### src/rtl/mem_bus_arbiter_pkg.sv
// ---------------------------------------------------------------------------
// mem_arb_pkg
//
// Shared types and constants for the two-master memory bus arbiter.
//   - arb_state_e : FSM state encoding (IDLE/BUSY/DONE; 3 is unreachable)
//   - owner_e     : one-hot bus owner, bit-identical to the grant output
//   - DEF_*       : default values of the arbiter parameters
// ---------------------------------------------------------------------------
package mem_arb_pkg;

  typedef enum logic [1:0] {
    ST_IDLE = 2'd0,
    ST_BUSY = 2'd1,
    ST_DONE = 2'd2
  } arb_state_e;

  // One-hot so the registered owner can drive grant directly.
  typedef enum logic [1:0] {
    OWN_NONE = 2'b00,
    OWN_M0   = 2'b01,
    OWN_M1   = 2'b10
  } owner_e;

  localparam int DEF_MAX_WAIT = 8;
  localparam int DEF_TIMEOUT  = 255;

  // Width of the bus timeout counter.
  localparam int TMO_W = 8;

  // True when a one-hot owner value selects master 1.
  function automatic logic owner_is_m1(input owner_e own);
    return (own == OWN_M1);
  endfunction

endpackage : mem_arb_pkg

### src/rtl/mem_bus_arbiter_if.sv
// ---------------------------------------------------------------------------
// mem_bus_arbiter_if
//
// Groups the two master request ports and the shared memory/MIO bus port.
//   m0_* / m1_*   : master request side (req, addr, wdata, we, ramctrl in;
//                   rdata, ready, err out)
//   mem_*         : shared bus side (req, addr, wdata, we, ramctrl out;
//                   rdata, ready in)
//
// Handshake: a master raises mX_req with addr/wdata/we/ramctrl stable and
// holds all of them until it sees mX_ready=1 for one cycle; mX_rdata and
// mX_err are valid only in that cycle. The master must drop mX_req by the
// clock edge that ends the ready cycle, otherwise a new access starts. On the
// bus, mem_req=1 presents an access that completes on the cycle mem_ready=1;
// mem_ready seen while mem_req=0 has no effect.
//
// Modports:
//   slave  : arbiter view (serves the masters, drives the bus)
//   master : environment view (masters plus memory model)
// ---------------------------------------------------------------------------
interface mem_bus_arbiter_if;

  logic        m0_req;
  logic [31:0] m0_addr;
  logic [31:0] m0_wdata;
  logic        m0_we;
  logic [2:0]  m0_ramctrl;
  logic [31:0] m0_rdata;
  logic        m0_ready;
  logic        m0_err;

  logic        m1_req;
  logic [31:0] m1_addr;
  logic [31:0] m1_wdata;
  logic        m1_we;
  logic [2:0]  m1_ramctrl;
  logic [31:0] m1_rdata;
  logic        m1_ready;
  logic        m1_err;

  logic        mem_req;
  logic [31:0] mem_addr;
  logic [31:0] mem_wdata;
  logic        mem_we;
  logic [2:0]  mem_ramctrl;
  logic [31:0] mem_rdata;
  logic        mem_ready;

  modport slave (
    input  m0_req, m0_addr, m0_wdata, m0_we, m0_ramctrl,
    input  m1_req, m1_addr, m1_wdata, m1_we, m1_ramctrl,
    output m0_rdata, m0_ready, m0_err,
    output m1_rdata, m1_ready, m1_err,
    output mem_req, mem_addr, mem_wdata, mem_we, mem_ramctrl,
    input  mem_rdata, mem_ready
  );

  modport master (
    output m0_req, m0_addr, m0_wdata, m0_we, m0_ramctrl,
    output m1_req, m1_addr, m1_wdata, m1_we, m1_ramctrl,
    input  m0_rdata, m0_ready, m0_err,
    input  m1_rdata, m1_ready, m1_err,
    input  mem_req, mem_addr, mem_wdata, mem_we, mem_ramctrl,
    output mem_rdata, mem_ready
  );

endinterface : mem_bus_arbiter_if

### src/rtl/mem_bus_arbiter_arb_picker.sv
// ---------------------------------------------------------------------------
// arb_picker
//
// Combinational winner select for the arbiter's IDLE state.
//   m0_req_i  in  1  master 0 (CPU) request
//   m1_req_i  in  1  master 1 (DMA/peripheral) request
//   starve_i  in  1  master 1 has waited MAX_WAIT cycles
//   grant_o   out 2  one-hot winner (owner_e encoding), 00 when no request
//
// Master 0 has fixed priority; master 1 wins when it is the only requester
// or when the starvation guard fires.
// ---------------------------------------------------------------------------
module arb_picker
  import mem_arb_pkg::*;
(
  input  logic       m0_req_i,
  input  logic       m1_req_i,
  input  logic       starve_i,
  output logic [1:0] grant_o
);

  always_comb begin
    grant_o = OWN_NONE;
    if (m1_req_i && (starve_i || !m0_req_i)) begin
      grant_o = OWN_M1;
    end else if (m0_req_i) begin
      grant_o = OWN_M0;
    end
  end

endmodule : arb_picker

### src/rtl/mem_bus_arbiter.sv
// ---------------------------------------------------------------------------
// mem_bus_arbiter
//
// Shares one memory/MIO port between the CPU (master 0) and a DMA/peripheral
// master (master 1). One access at a time: IDLE picks an owner, BUSY presents
// the owner's request on the bus until mem_ready or timeout, DONE returns a
// one-cycle ready pulse with read data and error flag to the owner.
//
// Parameters:
//   MAX_WAIT  cycles master 1 may wait before overriding CPU priority (1..15)
//   TIMEOUT   BUSY cycles without mem_ready before abort (1..255)
//
// Ports:
//   clk    in   system clock, rising edge
//   reset  in   asynchronous active-low reset
//   bus    if   mem_bus_arbiter_if.slave (master request ports + memory bus)
//   grant  out  one-hot current owner, 00 in IDLE
//   state  out  FSM state for debug (arb_state_e encoding)
// ---------------------------------------------------------------------------
module mem_bus_arbiter
  import mem_arb_pkg::*;
#(
  parameter int MAX_WAIT = DEF_MAX_WAIT,
  parameter int TIMEOUT  = DEF_TIMEOUT
)
(
  input  logic                clk,
  input  logic                reset,
  mem_bus_arbiter_if.slave    bus,
  output logic [1:0]          grant,
  output logic [1:0]          state
);

  localparam int WAIT_W = $clog2(MAX_WAIT + 1);

  localparam logic [WAIT_W-1:0] WAIT_MAX = WAIT_W'(MAX_WAIT);
  // Last BUSY cycle index before the access is declared timed out; the
  // counter starts at 0 in the first BUSY cycle.
  localparam logic [TMO_W-1:0]  TMO_LAST = TMO_W'(TIMEOUT - 1);

  arb_state_e         state_q, state_d;
  owner_e             owner_q, owner_d;
  logic [WAIT_W-1:0]  wait_cnt_q, wait_cnt_d;
  logic [TMO_W-1:0]   tmo_cnt_q, tmo_cnt_d;
  logic [31:0]        rdata_q, rdata_d;
  logic               err_q, err_d;

  logic [1:0]         pick_grant;
  logic               starve;
  logic               any_req;
  logic               tmo_hit;
  logic               m1_granting;

  assign any_req = bus.m0_req || bus.m1_req;
  assign starve  = (wait_cnt_q == WAIT_MAX);
  assign tmo_hit = (tmo_cnt_q == TMO_LAST);

  arb_picker u_picker (
    .m0_req_i (bus.m0_req),
    .m1_req_i (bus.m1_req),
    .starve_i (starve),
    .grant_o  (pick_grant)
  );

  // Master 1 is being handed the bus on this edge.
  assign m1_granting = (state_q == ST_IDLE) && (pick_grant == OWN_M1);

  // -------------------------------------------------------------------------
  // State register
  // -------------------------------------------------------------------------
  always_ff @(posedge clk or negedge reset) begin
    if (!reset) begin
      state_q <= ST_IDLE;
    end else begin
      state_q <= state_d;
    end
  end

  // -------------------------------------------------------------------------
  // Next-state and datapath next values
  // -------------------------------------------------------------------------
  always_comb begin
    state_d   = state_q;
    owner_d   = owner_q;
    tmo_cnt_d = tmo_cnt_q;
    rdata_d   = rdata_q;
    err_d     = err_q;

    case (state_q)
      ST_IDLE: begin
        owner_d = OWN_NONE;
        if (any_req) begin
          state_d   = ST_BUSY;
          owner_d   = owner_e'(pick_grant);
          tmo_cnt_d = '0;
        end
      end

      ST_BUSY: begin
        tmo_cnt_d = tmo_cnt_q + TMO_W'(1);
        // mem_ready takes precedence over a timeout in the same cycle.
        if (bus.mem_ready) begin
          state_d = ST_DONE;
          rdata_d = bus.mem_rdata;
          err_d   = 1'b0;
        end else if (tmo_hit) begin
          state_d = ST_DONE;
          rdata_d = 32'h0;
          err_d   = 1'b1;
        end
      end

      ST_DONE: begin
        state_d = ST_IDLE;
        owner_d = OWN_NONE;
      end

      default: begin
        // Encoding 3 cannot be reached; fall back to a clean IDLE.
        state_d = ST_IDLE;
        owner_d = OWN_NONE;
      end
    endcase
  end

  // Starvation counter: counts cycles master 1 waits behind another owner.
  always_comb begin
    wait_cnt_d = wait_cnt_q;
    if (!bus.m1_req || owner_is_m1(owner_q) || m1_granting) begin
      wait_cnt_d = '0;
    end else if (wait_cnt_q != WAIT_MAX) begin
      wait_cnt_d = wait_cnt_q + WAIT_W'(1);
    end
  end

  always_ff @(posedge clk or negedge reset) begin
    if (!reset) begin
      owner_q    <= OWN_NONE;
      wait_cnt_q <= '0;
      tmo_cnt_q  <= '0;
      rdata_q    <= 32'h0;
      err_q      <= 1'b0;
    end else begin
      owner_q    <= owner_d;
      wait_cnt_q <= wait_cnt_d;
      tmo_cnt_q  <= tmo_cnt_d;
      rdata_q    <= rdata_d;
      err_q      <= err_d;
    end
  end

  // -------------------------------------------------------------------------
  // Outputs: bus mux in BUSY, completion return in DONE, zeros elsewhere.
  // -------------------------------------------------------------------------
  always_comb begin
    bus.mem_req     = 1'b0;
    bus.mem_addr    = 32'h0;
    bus.mem_wdata   = 32'h0;
    bus.mem_we      = 1'b0;
    bus.mem_ramctrl = 3'b000;
    bus.m0_ready    = 1'b0;
    bus.m0_rdata    = 32'h0;
    bus.m0_err      = 1'b0;
    bus.m1_ready    = 1'b0;
    bus.m1_rdata    = 32'h0;
    bus.m1_err      = 1'b0;
    grant           = owner_q;
    state           = state_q;

    case (state_q)
      ST_BUSY: begin
        bus.mem_req = 1'b1;
        // Owner inputs are steered live; masters hold them stable while req.
        if (owner_is_m1(owner_q)) begin
          bus.mem_addr    = bus.m1_addr;
          bus.mem_wdata   = bus.m1_wdata;
          bus.mem_we      = bus.m1_we;
          bus.mem_ramctrl = bus.m1_ramctrl;
        end else begin
          bus.mem_addr    = bus.m0_addr;
          bus.mem_wdata   = bus.m0_wdata;
          bus.mem_we      = bus.m0_we;
          bus.mem_ramctrl = bus.m0_ramctrl;
        end
      end

      ST_DONE: begin
        if (owner_q == OWN_M0) begin
          bus.m0_ready = 1'b1;
          bus.m0_rdata = rdata_q;
          bus.m0_err   = err_q;
        end else if (owner_q == OWN_M1) begin
          bus.m1_ready = 1'b1;
          bus.m1_rdata = rdata_q;
          bus.m1_err   = err_q;
        end
      end

      default: ;
    endcase
  end

endmodule : mem_bus_arbiter

### src/flat_wrapper.sv
// flat-port wrapper written by rule: the top's interface ports become plain ports
module mem_bus_arbiter_flat import mem_arb_pkg::*;
#(
  parameter int MAX_WAIT = DEF_MAX_WAIT,
  parameter int TIMEOUT  = DEF_TIMEOUT
)
  (clk, reset, grant, state, bus_m0_req, bus_m0_addr, bus_m0_wdata, bus_m0_we, bus_m0_ramctrl, bus_m1_req, bus_m1_addr, bus_m1_wdata, bus_m1_we, bus_m1_ramctrl, bus_m0_rdata, bus_m0_ready, bus_m0_err, bus_m1_rdata, bus_m1_ready, bus_m1_err, bus_mem_req, bus_mem_addr, bus_mem_wdata, bus_mem_we, bus_mem_ramctrl, bus_mem_rdata, bus_mem_ready);
  mem_bus_arbiter_if bus_i ();
  input  logic clk;
  input  logic reset;
  output logic [1:0] grant;
  output logic [1:0] state;
  input wire logic [$bits(bus_i.m0_req)-1:0] bus_m0_req;
  input wire logic [$bits(bus_i.m0_addr)-1:0] bus_m0_addr;
  input wire logic [$bits(bus_i.m0_wdata)-1:0] bus_m0_wdata;
  input wire logic [$bits(bus_i.m0_we)-1:0] bus_m0_we;
  input wire logic [$bits(bus_i.m0_ramctrl)-1:0] bus_m0_ramctrl;
  input wire logic [$bits(bus_i.m1_req)-1:0] bus_m1_req;
  input wire logic [$bits(bus_i.m1_addr)-1:0] bus_m1_addr;
  input wire logic [$bits(bus_i.m1_wdata)-1:0] bus_m1_wdata;
  input wire logic [$bits(bus_i.m1_we)-1:0] bus_m1_we;
  input wire logic [$bits(bus_i.m1_ramctrl)-1:0] bus_m1_ramctrl;
  output wire logic [$bits(bus_i.m0_rdata)-1:0] bus_m0_rdata;
  output wire logic [$bits(bus_i.m0_ready)-1:0] bus_m0_ready;
  output wire logic [$bits(bus_i.m0_err)-1:0] bus_m0_err;
  output wire logic [$bits(bus_i.m1_rdata)-1:0] bus_m1_rdata;
  output wire logic [$bits(bus_i.m1_ready)-1:0] bus_m1_ready;
  output wire logic [$bits(bus_i.m1_err)-1:0] bus_m1_err;
  output wire logic [$bits(bus_i.mem_req)-1:0] bus_mem_req;
  output wire logic [$bits(bus_i.mem_addr)-1:0] bus_mem_addr;
  output wire logic [$bits(bus_i.mem_wdata)-1:0] bus_mem_wdata;
  output wire logic [$bits(bus_i.mem_we)-1:0] bus_mem_we;
  output wire logic [$bits(bus_i.mem_ramctrl)-1:0] bus_mem_ramctrl;
  input wire logic [$bits(bus_i.mem_rdata)-1:0] bus_mem_rdata;
  input wire logic [$bits(bus_i.mem_ready)-1:0] bus_mem_ready;
  assign bus_i.m0_req = bus_m0_req;
  assign bus_i.m0_addr = bus_m0_addr;
  assign bus_i.m0_wdata = bus_m0_wdata;
  assign bus_i.m0_we = bus_m0_we;
  assign bus_i.m0_ramctrl = bus_m0_ramctrl;
  assign bus_i.m1_req = bus_m1_req;
  assign bus_i.m1_addr = bus_m1_addr;
  assign bus_i.m1_wdata = bus_m1_wdata;
  assign bus_i.m1_we = bus_m1_we;
  assign bus_i.m1_ramctrl = bus_m1_ramctrl;
  assign bus_m0_rdata = bus_i.m0_rdata;
  assign bus_m0_ready = bus_i.m0_ready;
  assign bus_m0_err = bus_i.m0_err;
  assign bus_m1_rdata = bus_i.m1_rdata;
  assign bus_m1_ready = bus_i.m1_ready;
  assign bus_m1_err = bus_i.m1_err;
  assign bus_mem_req = bus_i.mem_req;
  assign bus_mem_addr = bus_i.mem_addr;
  assign bus_mem_wdata = bus_i.mem_wdata;
  assign bus_mem_we = bus_i.mem_we;
  assign bus_mem_ramctrl = bus_i.mem_ramctrl;
  assign bus_i.mem_rdata = bus_mem_rdata;
  assign bus_i.mem_ready = bus_mem_ready;
  mem_bus_arbiter #(.MAX_WAIT(MAX_WAIT), .TIMEOUT(TIMEOUT)) u_core (.clk(clk), .reset(reset), .bus(bus_i), .grant(grant), .state(state));
endmodule
### config.mk
export PLATFORM = sky130hd
export DESIGN_NAME = mem_bus_arbiter_flat
export DESIGN_NICKNAME = d
export VERILOG_FILES = /design/src/rtl/mem_bus_arbiter_pkg.sv /design/src/rtl/mem_bus_arbiter_if.sv /design/src/rtl/mem_bus_arbiter_arb_picker.sv /design/src/rtl/mem_bus_arbiter.sv /design/src/flat_wrapper.sv
export SDC_FILE = /design/constraint.sdc
export NUM_CORES = 1
export LEC_CHECK = 0
export ABC_AREA = 1
export CORE_AREA = 2 2 122 124
export CTS_CLUSTER_SIZE = 24
export DETAILED_ROUTE_END_ITERATION = 8
export DIE_AREA = 0 0 124 126
export PLACE_DENSITY_LB_ADDON = 0.1
export SLEW_MARGIN = 10
export SYNTH_ARGS = -nofsm -noshare
export SYNTH_HDL_FRONTEND = slang
export SYNTH_SLANG_ARGS = --single-unit
### constraint.sdc
create_clock -name clk -period 1.7 [get_ports clk]
set_clock_uncertainty 0.1 [all_clocks]
set_input_delay 0.34 -clock clk [delete_from_list [all_inputs] [get_ports clk]]
set_output_delay 0.34 -clock clk [all_outputs]
set_load 0.05 [all_outputs]
# Word-level counts from Yosys, hierarchy flattened
# Index checks and enable logic that the tools add are counted.
word_totals:
  register_bits: 49
  out_inout_bits: 141
classes:
  addsub: 2
  eq_ne: 10
  muxes: 40
  n_reduce_logical: 15
ops:
  columns: ["cell", "n"]
  rows:
  - ["32-bit two-way mux", 11]
  - ["1-bit two-way mux", 16]
  - ["8-bit one-hot mux with 2 select lines", 1]
  - ["2-bit two-way mux", 5]
  - ["8-bit by 1-bit adder with 8-bit output (second input constant)", 1]
  - ["8-bit equality test (second input constant)", 1]
  - ["4-bit two-way mux", 2]
  - ["8-bit two-way mux", 1]
  - ["2-bit one-hot mux with 2 select lines", 2]
  - ["2-bit equality test (second input constant)", 3]
  - ["3-bit two-way mux", 2]
  - ["2-bit AND reduction", 3]
  - ["2-bit nonzero test", 3]
  - ["4-bit by 1-bit adder with 4-bit output (second input constant)", 1]
  - ["2-bit by 1-bit equality test with 1-bit output (second input constant)", 2]
  - ["4-bit equality test (second input constant)", 1]
  - ["1-bit logical OR", 4]
  - ["4-bit != test (second input constant)", 1]
  - ["3-bit by 2-bit != test with 1-bit output (second input constant)", 1]
  - ["1-bit logical AND", 2]
  - ["1-bit logical NOT", 2]
  - ["2-bit logical NOT", 1]
  - ["2-bit by 1-bit != test with 1-bit output (second input constant)", 1]

# Depth between registers and ports, before layout
depth:
  ltp_word: 8
  depth_mapped: 10
  mapped_depth_nobuf: 9

# Modules after synthesis
# From an unflattened synthesis, not the netlist that was laid out.
hier_totals:
  cells_unflattened: 594
  hier_area_um2: 3577.2
modules_own_cells:
  columns: ["module", "n_inst", "cells_each", "area_per_inst_um2", "seq_area_each_um2"]
  rows:
  - ["mem_bus_arbiter", 1, 590, 3549.7, 1226.2]
  - ["arb_picker", 1, 4, 27.5, 0.0]

# Worst setup path after synthesis
# No wires, ideal clock.
synth_path:
  path_kind: "reg-to-output"
  start: "register u_core.state_q[0] (netlist: u_core.state[0])"
  end: "output port bus_mem_ramctrl[0]"
  arrival_time_ps: 2098
  required_time_ps: 1260
  setup_slack_ps: -838
  stages_incl_launch_ff: 7
  path_cell_list: "dfrtp_1 nand2_2 inv_2 buf_4 buf_4 o21ai_0 nor2_1"
synth_via:
  elab_chain_cells: 2
synth_lines:
  columns: ["element", "line_no", "source"]
  rows:
  - ["start: declaration", "mem_bus_arbiter.sv:41", "arb_state_e state_q, state_d;"]
  - ["start signal: assignment", "mem_bus_arbiter.sv:75", "state_q <= state_d;"]
  - ["2-bit by 1-bit equality test with 1-bit output", "mem_bus_arbiter.sv:170", "case (state_q)"]
  - ["3-bit two-way mux", "mem_bus_arbiter.sv:170", null]
  - ["end: declaration", "flat_wrapper.sv:33", "output wire logic [$bits(bus_i.mem_ramctrl)-1:0] bus_mem_ramctrl;"]
# Every way passes these cells.

# Worst setup path after layout
layout_path:
  start: "register u_core.owner_q[1] (netlist: u_core.grant[1])"
  end: "output port bus_mem_wdata[11]"
layout_via:
  elab_chain_cells: 3
layout_lines:
  columns: ["element", "line_no", "source"]
  rows:
  - ["start: declaration", "mem_bus_arbiter.sv:42", "owner_e owner_q, owner_d;"]
  - ["start signal: assignment", "mem_bus_arbiter.sv:144", "owner_q <= owner_d;"]
  - ["2-bit equality test", "mem_bus_arbiter_pkg.sv:32", "return (own == OWN_M1);"]
  - ["32-bit two-way mux", "mem_bus_arbiter.sv:174", "if (owner_is_m1(owner_q)) begin"]
  - ["32-bit two-way mux", "mem_bus_arbiter.sv:170", null]
  - ["end: declaration", "flat_wrapper.sv:31", "output wire logic [$bits(bus_i.mem_wdata)-1:0] bus_mem_wdata;"]
# Every way passes these cells.

==> out/results.tsv <==
stage	metric	value	unit
worst_setup_path	required	1.26	ns
worst_setup_path	r2r-end	u_core.rdata_q[31]	
power	ir_drop	1.20	mV
floorplan	die_h	126	microns
yosys	netlist.area_leader.share	0.348	
sta	maxSlewViolCount	0	
worst_setup_path	regToRegSetupSlack	0.12	ns
yosys	ys_ff_latch	49	
job	max_cap_viol_count	0	
sta	timing.final.ws_setup	-0.389	ns
worst_setup_path	endpoint	bus_mem_wdata[11]	
layout	multi_input_area	3310	sq um
layout	fill_cells	1065	
worst_setup_path	cp_max_fo	14	
worst_setup_path	critical_path_depth	7	
yosys	synth_common_cells	nor2_1 (216), nand2_1 (126), o21ai_0 (78), inv_1 (54), dfrtp_1 (49)	
route	wl	17900	microns
worst_setup_path	crit_top_cell	nor2_4	
worst_setup_path	crit_family	buffers and inverters	
worst_setup_path	crit_type	reg2out	
route	firstDrtPassIters	4	
clock_network	cts_tree	done	
power	p_leak	4.11	nW
global_route	grt_pass1_vias	5247	
global_route	grt_antenna_before_repair	0	
yosys	yosysWarnings	0	
worst_setup_path	crit_buf_inv	4	
layout	design_area	10000	sq um
clock_network	path_clk_slew	0.07	ns
worst_setup_path	startpoint_type	flip-flop	
route	met3_length	1640	microns
layout	area_growth	185	%
placement	dp_hpwl	13200	microns
worst_setup_path	reg2regPathDepth	9	
route	vias	5031	
floorplan	io_pins	314	
placement	place_area	8660	sq um
floorplan	rows	44	
layout	regArea	1230	sq um
worst_setup_path	r2r_start	u_core.state[1]	
run_status	outcome	finished, violations left	
layout	antenna_cells	0	
layout	post-route-util	0.702	
floorplan	initial_utilization	0.246	
route	wire_per_inst	16.1	microns
placement	routabilityCongestion	0.850	
clock_network	clockRootBuffer	clkbuf_16	
clock_network	cts_buffers	5	
yosys	async_flop_share	1.00	
yosys	synth_area_leaders	dfrtp_1 (35%), nor2_1 (23%), nand2_1 (13%)	
layout	nets	1109	
sta	max_freq	479	MHz
worst_setup_path	crit_slowest_cell	dfrtp_2	
sta	tightest_slew	0.522	ns
layout	drive_above_1_share	0.464	
route	drtAntennaViolNets	0	
sta	rsz0062_at_grt	yes	
route	top_layer	met4	
yosys	synth_edf_count	0	
worst_setup_path	slowest_delay	0.37	ns
power	totalPowerFinal	14.5	mW
sta	max_slew_margin	0.652	
hold_path	hp-class	reg2reg	
run_status	violations	negative setup slack	
route	via_per_inst	4.50	
global_route	grt_pass1_wl	26500	microns
sta	post-route-min-period	2.09	ns
global_route	grt_max_degree	35	
clock_network	clock_latency	0.29	ns
sta	finalCritPeriodShare	1.23	
yosys	synthCells	592	
yosys	syn_area	3520	sq um
yosys	ys_seq_area_frac	0.348	
clock_network	cts_sinks	49	
clock_network	htreeDepth	2	
yosys	post-synth-top-count-cell	nor2_1	
power	powerDensity	1450	nW/um^2
floorplan	fp.dieW	124	microns
global_route	grt_overflow	0	
yosys	synth_area_per_cell	5.95	sq um
yosys	yosys.cell_types.count	20	
sta	fin_setup_tns	-44.63	ns
yosys	syn_nets	769	
yosys	synth_top_cell_by_area	dfrtp_1	
worst_setup_path	arrival	1.65	ns
route	drc_errors	0	
route	drt-initial-drc-count	194	
clock_network	cts_buffer_depth	2	
placement	io_buffer_count	313	
worst_setup_path	critPathLaunch	u_core.grant[1]	
worst_setup_path	endpoint_kind	output pin	
sta	setup_violations	137	
route	wl_met1	5970	microns
route	wl_met2	9740	microns
floorplan	dieArea	15600	sq um
global_route	track_usage	0.217	
placement	preCtsSetupSlack	-0.164	ns
floorplan	coreArea	14300	sq um
sta	hold_viol	0	
worst_setup_path	crit_chain	inv_2 > nor2_4 > buf_4 > clkbuf_16 > o21ai_1 > nor2_4 > buf_6	
yosys	synth-main-ff-cell	dfrtp_1	
worst min path at each step:
stage                                  start  cells past startpoint            endpoint  slack, ns
after floorplan                        reset                      0        u_core.err_q      -0.06
after global placement                 reset                      1  u_core.rdata_q[31]       0.23
after detailed placement               reset                      1  u_core.rdata_q[31]       0.25
after CTS                 u_core.rdata_q[15]                      2  u_core.rdata_q[15]       0.38
after global routing       u_core.rdata_q[5]                      2   u_core.rdata_q[5]       0.40
final                      u_core.rdata_q[5]                      2   u_core.rdata_q[5]       0.37
placed cells by master (no fill, tap or decap), types with 15 or more instances in the layout:
cell type        Yosys  routed
dfrtp_1             49      45
o21ai_0             78      15
o21ai_2              0      19
nor2_4               2     160
inv_1               54      50
buf_4                3      16
buf_6                3      56
nor2_1             216      28
nand2_1            126     125
clkdlybuf4s50_1      0     171
buf_12               0      91
nor2_2               0      30
buf_8                0      21
o21ai_1              0      42
metal layers:
| layer | GRT usage | vias to the layer above |
|---|---|---|
| met3 | 0.0720 | 37 |
| met4 | 0.0879 | 0 |
| met1 | 0.225 | 2294 |
| met5 | 0 | - |
| met2 | 0.396 | 220 |
| li1 | - | 2480 |
registers in the layout (all words and copies together), names as in the netlist:
name,cells
u_core.rdata_q,32
u_core.tmo_cnt_q,8
u_core.wait_cnt_q,4
u_core.grant,2
u_core.state,2
u_core.err_q,1
worst reg2reg max path: stages (launching register included):
cell      delay (ns)
dfrtp_2         0.41
inv_2           0.08
nand2_4         0.08
clkinv_8        0.09
buf_12          0.12
buf_16          0.12
buf_6           0.18
nand2_8         0.14
nand2_1         0.10
nand2_1         0.06
layout make-up:
| type | instances | area share |
|---|---|---|
| clock buffer | 5 | 0.0125 |
| clock inverter | 3 | 0.00648 |
| inverter | 57 | 0.0233 |
| multi-input combinational | 453 | 0.329 |
| sequential | 49 | 0.123 |
| tap | 184 | 0.0229 |
| timing repair buffer | 366 | 0.483 |
what timing repair did:
action,4_1_cts,5_1_grt
pin swaps,3,7
gates resized for setup,166,94
cloned,6,5
endpoints found under the hold margin,15,0
hold buffers,1,0
buffers inserted,10,8
endpoints found under the setup margin,146,165
stage by stage:
step,instances,hold WS (ns)
floorplan,592,-0.0556
global placement,1083,0.232
detailed placement,1083,0.253
CTS,1107,0.375
global route,1117,0.397
finish,1117,0.371
power by group:
part | internal, mW | switching [mW] | total, mW
Combinational | 4.46 | 6.88 | 11.3
Sequential | 1.64 | 0.284 | 1.92
Clock | 0.840 | 0.436 | 1.28
Total | 6.93 | 7.60 | 14.5
kinds of logic (layout without fill, tap and decap cells):
| family | Yosys count | count (layout) | synth area share |
|---|---|---|---|
| AO/OA/AOI/OAI | 80 | 80 | 0.114 |
| XOR/XNOR | 3 | 3 | 0.00746 |
| adder cells (fa/ha/maj) | 4 | 4 | 0.0142 |
| buffers and inverters | 91 | 431 | 0.111 |
| flip-flops | 49 | 49 | 0.348 |
| AND/OR/NAND/NOR | 365 | 366 | 0.405 |
No activity file was read; power rests on OpenSTA's default activity.
==> patch 1 (same settings) <==
Make the reset (`reset`) synchronous in 2 clocked blocks. Comments in the files are not updated.
--- a/src/rtl/mem_bus_arbiter.sv
+++ b/src/rtl/mem_bus_arbiter.sv
@@ -68,7 +68,7 @@
   // -------------------------------------------------------------------------
   // State register
   // -------------------------------------------------------------------------
-  always_ff @(posedge clk or negedge reset) begin
+  always_ff @(posedge clk) begin
     if (!reset) begin
       state_q <= ST_IDLE;
     end else begin
@@ -133,7 +133,7 @@
     end
   end
 
-  always_ff @(posedge clk or negedge reset) begin
+  always_ff @(posedge clk) begin
     if (!reset) begin
       owner_q    <= OWN_NONE;
       wait_cnt_q <= '0;
Formal check against the unedited RTL: differs if reset is asserted again (counterexample within 4 cycles, from zero or initial values and one cycle with reset low); with reset held inactive, the same outputs for 10 cycles.
==> patch 1 against the unedited design <==
- the flow still finishes with violations (negative setup slack)
- global-route usage is 0.19 points lower
- count of clock-buffer cells in the layout is 2 higher
- highest routed layer unchanged
- sequential cell count stayed put
- wire length is 4.6% higher
- fmax is 0.46% higher
- worst setup slack better by 0.0095 ns
- area after synthesis is 3.7% lower
- cell area is 3.5% lower
- register-to-register slack worse by 0.10 ns
Power is not compared: it rests on default switching activity, and its combinational part moved more than twofold at a synthesized area within 25%.
==> patch 1: results (changes against the unedited design) <==
DRT met1 WL=6795 microns (+14%); Hold Worst Slack=0.3620 ns (-0.008510 ns); PnR worst setup slack=-0.3794 ns (+0.009535 ns); Post-Synth Adder-Cell Area=0.01475 (+0.0005401); Post-DP HPWL=13,330 microns (+1.0%); initial DRC count=177 (-8.8%); syn_nets=773 (+0.52%); global-route wire length before repair=26,560 microns (about the same); Total Wirelength=18,760 microns (+4.6%); share of layout cells above drive strength 1=0.4753 (+0.01117); sequential cell area share=0.1027 (-0.01982); end point of the critical path=bus_mem_ramctrl[0]; fill count=1,106 (+3.8%); Layout non-clock buf frac=0.4966 (+0.01352); FF/Latch Area=996.0 sq um (-19%); Clock buffer cells=7 (+2); setup TNS=-42.51 ns (+2.120 ns); number of global-route vias before repair=5,034 (-4.1%); GR Util met2=0.3995 (+0.003555); Yosys top cell area share=0.2892 (-0.05907); global placer's final weighted congestion=0.8068 (-5.1%); Logic inverters=56 (-1.8%); status=finished with violations; Worst R2R Start=u_core.state[1]; failing checks=negative setup slack; NumNets Final=1,106 (-0.27%); Multi-In Gates=451 (-0.44%); Routed wire per std cell=16.84 microns (+4.9%); R2R Setup Slk=0.02 ns (-0.10 ns); slew margin rel.=0.7557 (+0.1034); total track usage=0.2151 (-0.001918); Post-Synth XOR/XNOR Area=0.007746 (+0.0002835); Async SR Flop Fraction=0 (-1.000); ys flop type=dfxtp_1; register area share after synthesis=0.2892 (-0.05907); Place WS=-0.1081 ns (+0.05543 ns); Mean Syn Cell Area=5.691 sq um (-4.3%); Netlist cell types=24 (+20%); DR WL met3=1779 microns (+8.8%); GR Util met3=0.06341 (-0.008605); global-route track usage on met1=0.2357 (+0.01078); ClkCell Share=0.01756 (-0.001379); # setup viols final=137 (unchanged)
-- patch 1: cell types whose count changed after synthesis, moves of 3 or more --
| cell | before | now |
|---|---|---|
| dfrtp_1 | 49 | 0 |
| dfxtp_1 | 0 | 49 |
| a21oi_1 | 1 | 44 |
| nand2_1 | 126 | 88 |
| o21ai_0 | 78 | 62 |
| o21ai_1 | 0 | 13 |
| clkbuf_1 | 17 | 7 |
| buf_2 | 11 | 18 |
| buf_4 | 3 | 8 |
| nand3_1 | 13 | 9 |
| buf_6 | 3 | 6 |
| inv_1 | 54 | 51 |
-- patch 1: worst min path at each step --
stage                                   from                  to  depth (start not counted)
after floorplan           u_core.rdata_q[11]  u_core.rdata_q[11]                          2
final                     u_core.rdata_q[18]  u_core.rdata_q[18]                          2
after global routing      u_core.rdata_q[11]  u_core.rdata_q[11]                          2
after detailed placement  u_core.rdata_q[27]  u_core.rdata_q[27]                          2
after CTS                 u_core.rdata_q[27]  u_core.rdata_q[27]                          2
after global placement     u_core.rdata_q[1]   u_core.rdata_q[1]                          2
==> patch 2 (same settings) <==
Made on the original files. Change the package constant `DEF_MAX_WAIT` from 8 to 32.
--- a/src/rtl/mem_bus_arbiter_pkg.sv
+++ b/src/rtl/mem_bus_arbiter_pkg.sv
@@ -21,7 +21,7 @@
     OWN_M1   = 2'b10
   } owner_e;
 
-  localparam int DEF_MAX_WAIT = 8;
+  localparam int DEF_MAX_WAIT = 32;
   localparam int DEF_TIMEOUT  = 255;
 
   // Width of the bus timeout counter.
Behaviour: not the same (a bounded check fails within 10 cycles, from zero or initial values and one cycle with reset low).
==> patch 2 against the unedited design <==
- area after synthesis increased by 5.7%
- sequential cell count rose by 2
- fmax is 1.2% lower
- die area is the same
- cell area increased by 0.93%
- wire length up 3.5%
- the run still ends with negative setup slack left
- critical path depth grew 1
- power shrank 0.64%
- worst setup slack lost 0.025 ns
- register-to-register slack improved by 0.02 ns
- clock power fell by 8%
- utilization increased by 0.66 points
- largest cell class unchanged
==> patch 2: results (changes against the unedited design) <==
Post-Layout Cell Count=1,140 (+2.1%); largest registers=u_core.rdata_q (32), u_core.tmo_cnt_q (8), u_core.wait_cnt_q (6); Layout non-clock buf frac=0.4864 (+0.003301); Area after DPL=0.008866 sq mm (+2.4%); PnR worst setup slack=-0.4139 ns (-0.02498 ns); peak supply drop=1.746 mV (+46%); Logic inverters=62 (+8.8%); status=finished with violations; metal2 WL=10,360 microns (+6.4%); ClkCell Share=0.01715 (-0.001780); Signal buffers=367 (+0.27%); global placer's final weighted congestion=0.8764 (+3.1%); # setup viols final=137 (unchanged); initial DRC count=198 (+2.1%); failing checks=negative setup slack; leakage=4.177 nW (+1.6%); syn_nets=792 (+3.0%); synthesis-stage register bit count=51 (+4.1%); setup TNS=-47.88 ns (-3.254 ns); slew margin rel.=0.7040 (+0.05167); Vias=5,189 (+3.1%); DRT met1 WL=6400 microns (+7.3%); worst path arrival time=1.67 ns (+0.02 ns); Post-CTS Setup Inserts=5 (-5); Mean Syn Cell Area=6.053 sq um (+1.8%)
patch 2: changes by cell type in the layout (fill, tap and decap cells not counted), moves of 5 or more:
| cell | unedited run | this run |
|---|---|---|
| nor2_4 | 160 | 139 |
| o21ai_2 | 19 | 13 |
| buf_4 | 16 | 24 |
| buf_8 | 21 | 42 |
| nand2_1 | 125 | 130 |
| nor2_2 | 30 | 58 |
| buf_6 | 56 | 27 |
patch 2: logic make-up (layout without fill, tap and decap cells):
family                   count (synthesis)  in the layout  share of synthesized area
AND/OR/NAND/NOR                        381            381                     0.4017
buffers and inverters                   96            437                     0.1271
AO/OA/AOI/OAI                           80             80                     0.1079
flip-flops                              51             51                     0.3429
adder cells (fa/ha/maj)                  4              4                    0.01345
XOR/XNOR                                 3              3                   0.007060
patch 2: report_power, final:
group	internal [mW]	switching, mW
Combinational	4.43	6.84
Sequential	1.68	0.301
Clock	0.733	0.452
Total	6.85	7.59
patch 2: worst paths after layout:
kind	startpoint	endpoint	slack (ns)	cells after the start
worst min-delay path	u_core.rdata_q[6]	u_core.rdata_q[6]	0.37	2
worst max-delay path	u_core.state[0]	bus_mem_wdata[17]	-0.41	8
worst min register to register	u_core.rdata_q[6]	u_core.rdata_q[6]	0.37	2
max in group asynchronous	reset	u_core.state[1]	0.53	3
worst max register to register	u_core.wait_cnt_q[0]	u_core.grant[0]	0.14	8
min in group asynchronous	reset	u_core.grant[1]	0.43	2
patch 2: critical path, cell delays in order (launching register included):
cell and delay [ns]:
dfrtp_2 0.42, inv_2 0.06, nor2_4 0.11, buf_12 0.14, buf_6 0.11, buf_12 0.14
o21ai_1 0.11, nor2_4 0.13, buf_8 0.15
patch 2: per-layer routing:
layer	GRT usage	vias up
met5	0	-
met4	0.07997	0
met3	0.05389	30
met2	0.4396	214
met1	0.2444	2389
li1	-	2556
